## config.mk

```make
export PLATFORM = sky130hd
export DESIGN_NAME = missionary_cannibal_engine
export DESIGN_NICKNAME = d
export VERILOG_FILES = /design/src/rtl/missionary_cannibal_engine.sv
export SDC_FILE = /design/constraint.sdc
export NUM_CORES = 1
export LEC_CHECK = 0
export ABC_CLOCK_PERIOD_IN_PS = 2500
export CORE_ASPECT_RATIO = 1.4
export CORE_MARGIN = 8
export CORE_UTILIZATION = 30
export CTS_BUF_LIST = sky130_fd_sc_hd__clkbuf_8
export CTS_CLUSTER_DIAMETER = 60
export DETAILED_ROUTE_END_ITERATION = 10
export PLACE_DENSITY = 0.63
export SLEW_MARGIN = 0
export SYNTH_ARGS = -nofsm -noshare
export SYNTH_HDL_FRONTEND = slang
export SYNTH_SLANG_ARGS = --single-unit
```

## constraint.sdc

```tcl
create_clock -name clock -period 2.5 [get_ports clock]
set_input_delay 0.625 -clock clock [delete_from_list [all_inputs] [get_ports clock]]
set_output_delay 0.625 -clock clock [all_outputs]
set_load 0.02 [all_outputs]
```

## src/rtl/missionary_cannibal_engine.sv

```systemverilog
// ---------------------------------------------------------------------------
// missionary_cannibal_engine
//
// Hardware referee for the missionaries-and-cannibals river crossing puzzle.
// N missionaries and N cannibals start on the left bank together with the
// boat. Each accepted move ferries move_m missionaries and move_c cannibals
// from whichever bank the boat is on to the opposite bank. The engine rejects
// moves that are physically impossible. It ends the game when a bank becomes
// unsafe (eaten), when the left bank is empty (solved), or when the move
// limit is reached (timeout).
//
// Parameters
//   N          party size per group (1..7)
//   CAP        boat capacity (1..N)
//   MAX_MOVES  accepted-move limit before timeout (1..255)
//
// Ports
//   clock            system clock, rising-edge active
//   reset_n          asynchronous active-low reset
//   start            one-cycle request to (re)load the puzzle and enter PLAY
//   move_valid       a move is presented on move_m / move_c
//   move_m           missionaries carried by the presented move
//   move_c           cannibals carried by the presented move
//   move_ready       high when a presented move would be taken this cycle
//   missionary_left  missionaries currently on the left bank
//   cannibal_left    cannibals currently on the left bank
//   boat_left        1 when the boat is on the left bank
//   finish           000 running/idle, 001 solved, 010 eaten, 100 timeout
//   move_count       number of accepted legal moves in this game
//   reject           one-cycle pulse after a structurally illegal move
// ---------------------------------------------------------------------------
module missionary_cannibal_engine #(
  parameter int N         = 3,
  parameter int CAP       = 2,
  parameter int MAX_MOVES = 255,
  localparam int W        = $clog2(N + 1)
) (
  input  logic         clock,
  input  logic         reset_n,
  input  logic         start,
  input  logic         move_valid,
  input  logic [W-1:0] move_m,
  input  logic [W-1:0] move_c,
  output logic         move_ready,
  output logic [W-1:0] missionary_left,
  output logic [W-1:0] cannibal_left,
  output logic         boat_left,
  output logic [2:0]   finish,
  output logic [7:0]   move_count,
  output logic         reject
);

  typedef enum logic [1:0] {
    IDLE,
    PLAY,
    SOLVED,
    FAILED
  } state_t;

  localparam logic [W-1:0] N_W       = W'(N);
  localparam logic [W:0]   CAP_W     = (W + 1)'(CAP);
  localparam logic [7:0]   MAX_W     = 8'(MAX_MOVES);

  localparam logic [2:0]   FIN_RUN     = 3'b000;
  localparam logic [2:0]   FIN_SOLVED  = 3'b001;
  localparam logic [2:0]   FIN_EATEN   = 3'b010;
  localparam logic [2:0]   FIN_TIMEOUT = 3'b100;

  state_t         state;
  state_t         state_nxt;
  logic [W-1:0]   missionary_nxt;
  logic [W-1:0]   cannibal_nxt;
  logic           boat_nxt;
  logic [2:0]     finish_nxt;
  logic [7:0]     count_nxt;
  logic           reject_nxt;

  logic           accept;
  logic [W-1:0]   right_m;
  logic [W-1:0]   right_c;
  logic [W-1:0]   src_m;
  logic [W-1:0]   src_c;
  logic [W:0]     load_sum;
  logic           legal;
  logic [W-1:0]   post_ml;
  logic [W-1:0]   post_cl;
  logic [W-1:0]   post_mr;
  logic [W-1:0]   post_cr;
  logic           left_safe;
  logic           right_safe;
  logic [7:0]     count_inc;

  // Start always wins over a move in the same cycle, so the handshake is
  // suppressed while start is high.
  assign move_ready = (state == PLAY) && !start;
  assign accept     = move_valid && move_ready;

  // The right bank is never stored; it is the complement of the left bank.
  assign right_m = N_W - missionary_left;
  assign right_c = N_W - cannibal_left;
  assign src_m   = boat_left ? missionary_left : right_m;
  assign src_c   = boat_left ? cannibal_left   : right_c;

  // The load is summed one bit wider so that two large counts cannot wrap
  // into an apparently legal value.
  assign load_sum = {1'b0, move_m} + {1'b0, move_c};
  assign legal    = (load_sum != '0) && (load_sum <= CAP_W) &&
                    (src_m >= move_m) && (src_c >= move_c);

  // Post-move bank contents. These values are only committed when the move
  // is legal, which guarantees the subtraction cannot underflow.
  assign post_ml = boat_left ? (missionary_left - move_m) : (missionary_left + move_m);
  assign post_cl = boat_left ? (cannibal_left   - move_c) : (cannibal_left   + move_c);
  assign post_mr = N_W - post_ml;
  assign post_cr = N_W - post_cl;

  // A bank is safe when missionaries are absent or not outnumbered.
  assign left_safe  = (post_ml == '0) || (post_ml >= post_cl);
  assign right_safe = (post_mr == '0) || (post_mr >= post_cr);

  // MAX_MOVES ends the game before the counter could ever wrap.
  assign count_inc = move_count + 8'd1;

  // State and datapath registers. Reset restores the loaded-puzzle values
  // but parks the engine in IDLE until a start arrives.
  always_ff @(posedge clock or negedge reset_n) begin
    if (!reset_n) begin
      state           <= IDLE;
      missionary_left <= N_W;
      cannibal_left   <= N_W;
      boat_left       <= 1'b1;
      finish          <= FIN_RUN;
      move_count      <= 8'd0;
      reject          <= 1'b0;
    end else begin
      state           <= state_nxt;
      missionary_left <= missionary_nxt;
      cannibal_left   <= cannibal_nxt;
      boat_left       <= boat_nxt;
      finish          <= finish_nxt;
      move_count      <= count_nxt;
      reject          <= reject_nxt;
    end
  end

  // Next-state logic. Everything holds by default and reject clears itself,
  // which makes reject a single-cycle pulse. When a legal move is accepted,
  // the end-of-game checks are ordered eaten, then solved, then timeout.
  always_comb begin
    state_nxt      = state;
    missionary_nxt = missionary_left;
    cannibal_nxt   = cannibal_left;
    boat_nxt       = boat_left;
    finish_nxt     = finish;
    count_nxt      = move_count;
    reject_nxt     = 1'b0;

    if (start) begin
      state_nxt      = PLAY;
      missionary_nxt = N_W;
      cannibal_nxt   = N_W;
      boat_nxt       = 1'b1;
      finish_nxt     = FIN_RUN;
      count_nxt      = 8'd0;
    end else if (accept) begin
      if (!legal) begin
        reject_nxt = 1'b1;
      end else begin
        missionary_nxt = post_ml;
        cannibal_nxt   = post_cl;
        boat_nxt       = !boat_left;
        count_nxt      = count_inc;
        if (!(left_safe && right_safe)) begin
          finish_nxt = FIN_EATEN;
          state_nxt  = FAILED;
        end else if ((post_ml == '0) && (post_cl == '0)) begin
          finish_nxt = FIN_SOLVED;
          state_nxt  = SOLVED;
        end else if (count_inc == MAX_W) begin
          finish_nxt = FIN_TIMEOUT;
          state_nxt  = FAILED;
        end
      end
    end
  end

endmodule

```

[After elaboration in Yosys (flattened, before gate mapping)]
Cells that the tools add are included.
Word-level totals
  logic and storage cells: 75
  bits of input ports: 8
  output and inout bits: 18
  register bits: 19
Cells by class
  equality and inequality tests: 3
  mux-type cells: 31
  $lt $le $gt $ge: 5
  reductions and logical operators: 19
  add/subtract/negate cells: 10
Operators by type and width (count)
  2-bit 2-to-1 mux: 16
  8-bit 2-to-1 mux: 3
  3-bit 2-to-1 mux: 6
  8-bit by 1-bit adder with 8-bit output, second input constant: 1
  8-bit == test, second input constant: 1
  2-bit greater-or-equal comparator: 4
  2-bit subtractor, first input constant: 4
  1-bit logical AND: 7
  2-bit zero test: 3
  1-bit 2-to-1 mux: 6
  2-bit adder: 2
  4-bit by 2-bit != test with 1-bit output, second input constant: 1
  2-bit nonzero test: 2
  2-bit subtractor: 2
  2-bit by 2-bit adder with 3-bit output: 1
  3-bit by 2-bit <= comparator with 1-bit output, second input constant: 1
  3-bit AND reduction: 1
  3-bit nonzero test: 1
  2-bit by 1-bit == test with 1-bit output, second input constant: 1
  1-bit zero test: 2
  1-bit logical OR: 2
  2-bit AND reduction: 1

[Depth between registers and ports, before layout]
Gate-level depths: netlist of run 1.
  depth after elaboration: 10
  mapped depth: 11
  gate-level depth less buffers: 11

[Worst setup path after synthesis of run 1]
Ideal clock, no wire load.
  kind: input -> register
  from: in move_m[0]
  to: reg state[0]
  path buffers: 1
  required time: 2382 ps
  slack: -351 ps
  arrival time: 2733 ps
  cell stages on the path: 8
  setup time: 118 ps
  cells stage by stage: ha_1 fa_1 xnor2_1 nor2_1 or4b_1 buf_2 or4_4 a21o_1
On the way
  longest elaborated chain between the ends: 10
  elaborated cells between the ends (all ways): 27
  classes of those cells: add/sub (4); order compare (4); eq/ne (1); mux (6); reduce/logical (12)
Ends and longest elaborated chain
  from (decl): RTL line 42  | input logic [W-1:0] move_m,
  2-bit adder / 2-bit subtractor (equally long branches): RTL line 112  | assign post_ml = boat_left ? (missionary_left - move_m) : (missionary_left + move_m);
  2-bit 2-to-1 mux: RTL line 112
  2-bit subtractor: RTL line 114  | assign post_mr = N_W - post_ml;
  2-bit greater-or-equal comparator / 2-bit zero test (equally long branches): RTL line 119  | assign right_safe = (post_mr == '0) || (post_mr >= post_cr);
  1-bit logical OR: RTL line 119
  1-bit logical AND: RTL line 173  | if (!(left_safe && right_safe)) begin
  2-bit 2-to-1 mux: RTL line 173
  2-bit 2-to-1 mux: RTL line 166  | if (!legal) begin
  2-bit 2-to-1 mux: RTL line 165  | end else if (accept) begin
  2-bit 2-to-1 mux: RTL line 158  | if (start) begin
  to (signal assigned): RTL line 136  | state <= state_nxt;
  to (decl): RTL line 69  | state_t state;
Several ways; a longest one is shown, not always the timed one. The select of a mux whose other input is x is not followed.
A chain may end at the register's enable or synchronous reset.

[Worst setup path after layout of run 1]
  from: in move_m[1]
  to: reg state[0]
The elaborated chain is that of the path after synthesis.

==> impl_results.md, run 1 <==
* Largest net degree at the start of global routing at 20
* Sequential cell area fraction in the yosys report at 0.3691
* Floorplan Core Area at 4204 µm²
* Cells after Synth at 138
* Hold path start: state[0]
* Chip height at 94.04 µm
* Rows at 28
* Final Worst Setup Slack at -102.3 ps
* Drt wl/cell at 14.39 µm
* Fin util at 0.4711
* Post-synth top area cell: dfrtp_1
* Fmax at 384.3 MHz
* Global Route Usage Sum at 0.1037
* RSZ-0062 raised after global routing: yes
* Critical Path Start Type: primary input
* Number of global-route vias before repair at 1256
* CTS clock-pin slew for the worst setup and hold paths at 70 ps
* Worst VDD drop at 0.0003195 V
* CTS Buffer Depth at 2
* Final period util at 1.041
* Pleak at 0.0009143 µW
* Syn avg cell area at 9.457 µm²
* Placer Congestion at 0.8472
* Fraction of registers with async set/reset at 1.000
* Layout area overhead at 51.77%
* Max-slew violation count at 0
* Die area at 6746 µm²
* Met2 wire length at 1895 µm
* Ports at 26
* Clk_skew at 2.019 ps
* Tot Pwr at 1034 µW
* Reg2reg end: finish[2]
* Syn nets at 160
* Starting DRC count in detailed routing at 22
* Commonest cells in the synthesized netlist: dfrtp_1, o21ai_0, ha_1
* Later-pin clock latency in the skew report at 250 ps
* Number of buffers added on ports at 25
* Ranking of synthesized cells by area: dfrtp_1, ha_1, dfstp_2
* Die Span X at 71.74 µm
* Post-synth EDFFs at 0
* Final ANT Viol Nets at 0
* Clock root buffer: clkbuf_8
* CP Data Required Time at 2650 ps
* Met1 wire length at 1327 µm
* Worst-case reg-to-reg path depth at 11
* Vias at 1192
* Setup CP Type: in2reg
* Type of the tightest min-delay check: reg2reg
* Area share of the largest cell type after synthesis at 0.2685
* Met3 wire len at 150 µm
* Ys Warns at 0
* Crit end category: flop
* Mapped cell area at 1305 µm²
* R2R Setup Slk at -40 ps
* Num CTS Buffers at 3
* Total gr overflow at 0
* Crit path time final at 2602 ps
* Design area at 1981 µm²
* Setup Viol. Count Final at 3
* First-pass GRT wire length at 5616 µm
* CTS tree: built
* Hold Crit Depth at 1
* Fin nets at 217
* DRC at 0
* Drt pass-1 iters at 4
* Status: finished, violations left
* Cell Pwr Density at 522.2 nW/µm²
* Max Cap Violations at 0
* Hold Vio Cnt, Final at 0
* Post-DP Area at 1813 µm²
* Max_slew headroom at 0.7606
* # diodes at 0
* Initial cell density of the core at 0.3104
* Crit-path max FO at 2
* H-tree levels at 1
* Synth unique cells at 36
* Share of layout cells above drive strength 1 at 0.3093
* Max layer used: met4
* Initial antenna violation count at 0
* Top_reg_cell synth: dfrtp_1
* Vias per cell at 4.987
* Detailed placer's ending HPWL at 2507 µm
* Final WL at 3440 µm
* Violated checks: setup timing
* FF+latch count, synth at 19
* Fillcell total at 411
* Clock sinks at 19
* Hold Path End: state[0]
* Arrival time at the worst endpoint at 2750 ps
* Worst Max-Slew Pin Slew at 358.7 ps
* RR Startpoint: missionary_left[0]
[flip-flops by register name, summed over array words and instances, names as in the netlist]
| name | cells |
|---|---|
| reject | 1 |
| move_count | 8 |
| missionary_left | 2 |
| state | 2 |
| finish | 3 |
| cannibal_left | 2 |
| boat_left | 1 |
[worst max-delay path by stage]
stage | to | start
6_report | state[0] | move_m[1]
3_5_place_dp | state[1] | move_m[0]
5_1_grt | state[0] | move_m[1]
2_1_floorplan | state[0] | move_m[0]
4_1_cts | state[0] | move_c[0]
3_3_place_gp | state[0] | move_m[0]
[layer usage]
metal  vias up  GRT usage
li1        589          -
met1       577     0.1004
met2        22     0.1997
met3         4    0.01923
met4         0    0.05470
met5         -          0
[area by class of cell]
type / count / area (µm²) / area share
clock inverters: 1 / 3.754 / 0.001895
multi-input cells: 103 / 860.8 / 0.4346
well taps: 45 / 56.30 / 0.02843
clock buffers: 3 / 41.29 / 0.02085
flip-flops and latches: 19 / 481.7 / 0.2432
repair buffers: 57 / 495.5 / 0.2502
inverters: 11 / 41.29 / 0.02085
[what timing repair did]
action                     in CTS  in global routing
gates resized for setup        29                  7
setup buffers                   1                  3
hold buffers                    0                  0
pin swaps                      12                  8
setup endpoints to repair      19                 14
[per-stage QoR]
step	hold slack, ps	setup WS [ps]	setup TNS [ps]	cells
after CTS	490.7	-161.8	-225.9	236
after global placement	463.7	-763.2	-10740	231
after detailed placement	470.2	-810.6	-11390	231
after global routing	519.0	-184.1	-773.7	239
after floorplan	329.4	-312.5	-621.6	138
final	484.0	-102.3	-179.5	239
[critical path, cell delays in order]
cell and delay [ps]:
clkdlybuf4s15_1 210, fa_1 510, xnor2_1 140, nor2_1 120
or4b_4 480, or4_4 490, a21o_1 160
[cells by family after synthesis]
group	share of synthesized area
compound gates	0.1467
xor+xnor	0.1016
fa+ha+maj	0.1477
buf+inv	0.04794
flops	0.3691
mux	0.007670
simple gates	0.1793
[report_power, final]
part / leakage, µW / internal (µW) / switching [µW] / total, µW
clock network: 0.0000269 / 109 / 99.4 / 208
logic: 0.000646 / 273 / 210 / 482
registers: 0.000242 / 327 / 16.1 / 344
[cells in the final DEF (no fill, tap or decap), types with 3 or more instances in the layout]
master,Yosys,layout
a21oi_1,6,4
and2_1,3,3
and3_1,4,4
buf_4,0,32
clkbuf_8,0,3
clkdlybuf4s50_1,0,20
dfrtp_1,14,14
dfstp_2,5,5
ha_1,13,10
ha_4,0,3
inv_1,11,10
nand2_1,9,9
nand2b_1,6,6
nor2_1,12,11
o21ai_0,14,12
xnor2_1,8,7
Power figures use the tool's default switching activity.
==> run 2, diff against run 1 <==
--- a/config.mk
+++ b/config.mk
@@ -8,11 +8,11 @@
 export ABC_CLOCK_PERIOD_IN_PS = 2500
 export CORE_ASPECT_RATIO = 1.4
 export CORE_MARGIN = 8
-export CORE_UTILIZATION = 30
+export CORE_UTILIZATION = 48
 export CTS_BUF_LIST = sky130_fd_sc_hd__clkbuf_8
 export CTS_CLUSTER_DIAMETER = 60
 export DETAILED_ROUTE_END_ITERATION = 10
-export PLACE_DENSITY = 0.63
+export PLACE_DENSITY = 0.88
 export SLEW_MARGIN = 0
 export SYNTH_ARGS = -nofsm -noshare
 export SYNTH_HDL_FRONTEND = slang
==> run 2 against run 1 <==
Compared with the run above: die area shrank 31%; largest power group unchanged; flip-flop and latch count unchanged; critical path depth up 1; sequential share of layout area decreased by 0.26 points; largest cell class unchanged; routed wire length rose by 23%; global-route usage is 6.0 points higher; the flow still finishes with violations (setup timing); critical endpoint unchanged.
==> impl_results.md, run 2 (same netlist as run 1, synthesis figures left out) <==
* Fin util at 0.7656
* Final period util at 1.081
* Initial antenna violation count at 0
* Worst-case reg-to-reg path depth at 9
* Clk_skew at 4.065 ps
* Crit end category: flop
* Pleak at 0.0009139 µW
* Max reg flops at 8
* Layout area overhead at 53.40%
* Drt pass-1 iters at 4
* Hold Path End: state[0]
* Cell Pwr Density at 531.2 nW/µm²
* Number of buffers added on ports at 25
* Floorplan Core Area at 2615 µm²
* Chip height at 77.70 µm
* Clock root buffer: clkbuf_8
* Later-pin clock latency in the skew report at 250 ps
* Setup CP Type: in2reg
* Cell chain of the critical path: buf_8, ha_4, fa_1, xnor2_1, nor2_1, or4b_4, or4_4, a21o_1
* Most flop-heavy register: move_count
* Hold Vio Cnt, Final at 0
* Total gr overflow at 0
* Detailed placer's ending HPWL at 2515 µm
* Register Area at 481.7 µm²
* RSZ-0062 raised after global routing: yes
* Rows at 22
* Type of the tightest min-delay check: reg2reg
* Setup Viol. Count Final at 9
* Vias per cell at 5.540
* Global Route Usage Sum at 0.1639
* Final Worst Setup Slack at -202.4 ps
* RR Startpoint: missionary_left[0]
* # diodes at 0
* CTS clock-pin slew for the worst setup and hold paths at 70 ps
* Worst VDD drop at 0.0005840 V
* Max-slew violation count at 0
* Hold path start: state[0]
* Num CTS Buffers at 3
* Tightest hold margin at 507.5 ps
* Number of global-route vias before repair at 1246
* Commonest cells after routing, fill and taps aside: buf_4, clkdlybuf4s50_1, dfrtp_1
* Placer Congestion at 0.8110
* CTS Buffer Depth at 2
* Share of layout cells above drive strength 1 at 0.3474
* Fmax at 370.0 MHz
* Max Cap Violations at 0
* Commonest non-fill, non-tap cell in the layout: buf_4
* Status: finished, violations left
* Crit-path max FO at 2
* Initial cell density of the core at 0.4990
* Arrival time at the worst endpoint at 2850 ps
* Biggest registers after layout: move_count: 8 flops, finish: 3 flops
* Tot Pwr at 1063 µW
* Die Span X at 60.07 µm
* Critical Path Start Type: primary input
* Reg2reg end: state[0]
* Largest net degree at the start of global routing at 20
* Max_slew headroom at 0.7347
* Fin nets at 213
* Drt wl/cell at 18.77 µm
* Hold Crit Depth at 1
* Worst Setup Slack post-DPL at -809.1 ps
* Final WL at 4241 µm
* CTS tree: built
* R2R Setup Slk at -110 ps
* Violated checks: setup timing
* Fillcell total at 150
* CP max stage cell: or4_4
* Vias at 1252
* Final ANT Viol Nets at 0
* CP Data Required Time at 2650 ps
* Worst Max-Slew Pin Slew at 397.9 ps
* Clock sinks at 19
* First-pass GRT wire length at 6044 µm
* H-tree levels at 1
* Die area at 4667 µm²
* Ports at 26
* Area used by multi-input combinational logic at 905.9 µm²
* Max incr delay on CP at 530 ps
* Crit path time final at 2702 ps
* Fin Setup TNS at -606.0 ps
* Starting DRC count in detailed routing at 42
* DRC at 0
[run 2: metrics by stage]
step,area (µm²),instances
after global placement,1749,215
after detailed placement,1749,215
after global routing,2002,226
after CTS,1873,223
after floorplan,1328,138
final,2002,226
[run 2: worst max-delay path: cells and delay by family]
kind / cells / cell delay (ps)
compound gates: 1 / 180
fa+ha+maj: 2 / 650
simple gates: 3 / 1150
xor+xnor: 1 / 140
buf+inv: 1 / 100
[run 2: layout make-up]
cell class	count	share of cell area
Tap cell	36	0.02250
Multi-Input combinational cell	103	0.4525
Timing Repair Buffer	53	0.2406
Clock buffer	3	0.02063
Inverter	11	0.02063
Clock inverter	1	0.002500
Sequential cell	19	0.2406
[run 2: what timing repair did]
| action | CTS | global route |
|---|---|---|
| pin swaps | 8 | 10 |
| gates resized for setup | 27 | 30 |
| hold buffers | 0 | 0 |
| endpoints found under the setup margin | 19 | 16 |
| buffers inserted | 4 | 3 |
[run 2: metal layers]
| layer | share of wire | up-vias | GRT usage | wire, µm |
|---|---|---|---|---|
| met2 | 0.54 | 60 | 0.2882 | 2309 |
| met4 | 0.034 | 0 | 0.05995 | 144 |
| li1 | - | 581 | - | - |
| met5 | 0 | - | 0 | 0 |
| met3 | 0.048 | 10 | 0.01815 | 204 |
| met1 | 0.37 | 601 | 0.1939 | 1583 |
[run 2: worst max-delay path by stage]
stage / from / cells after the start / slack (ps) / end
2_1_floorplan: move_m[0] / 8 / -310 / state[0]
3_3_place_gp: move_m[0] / 8 / -750 / state[0]
3_5_place_dp: move_c[0] / 12 / -810 / finish[1]
4_1_cts: move_c[0] / 8 / -200 / state[0]
5_1_grt: move_c[0] / 8 / -260 / state[0]
6_report: move_c[0] / 8 / -200 / state[0]
[run 2: power breakdown]
group          internal, µW  switching [µW]  total (µW)
sequential              328            18.9         347
combinational           268             240         508
clock                   111            98.2         209
total                   707             357        1060
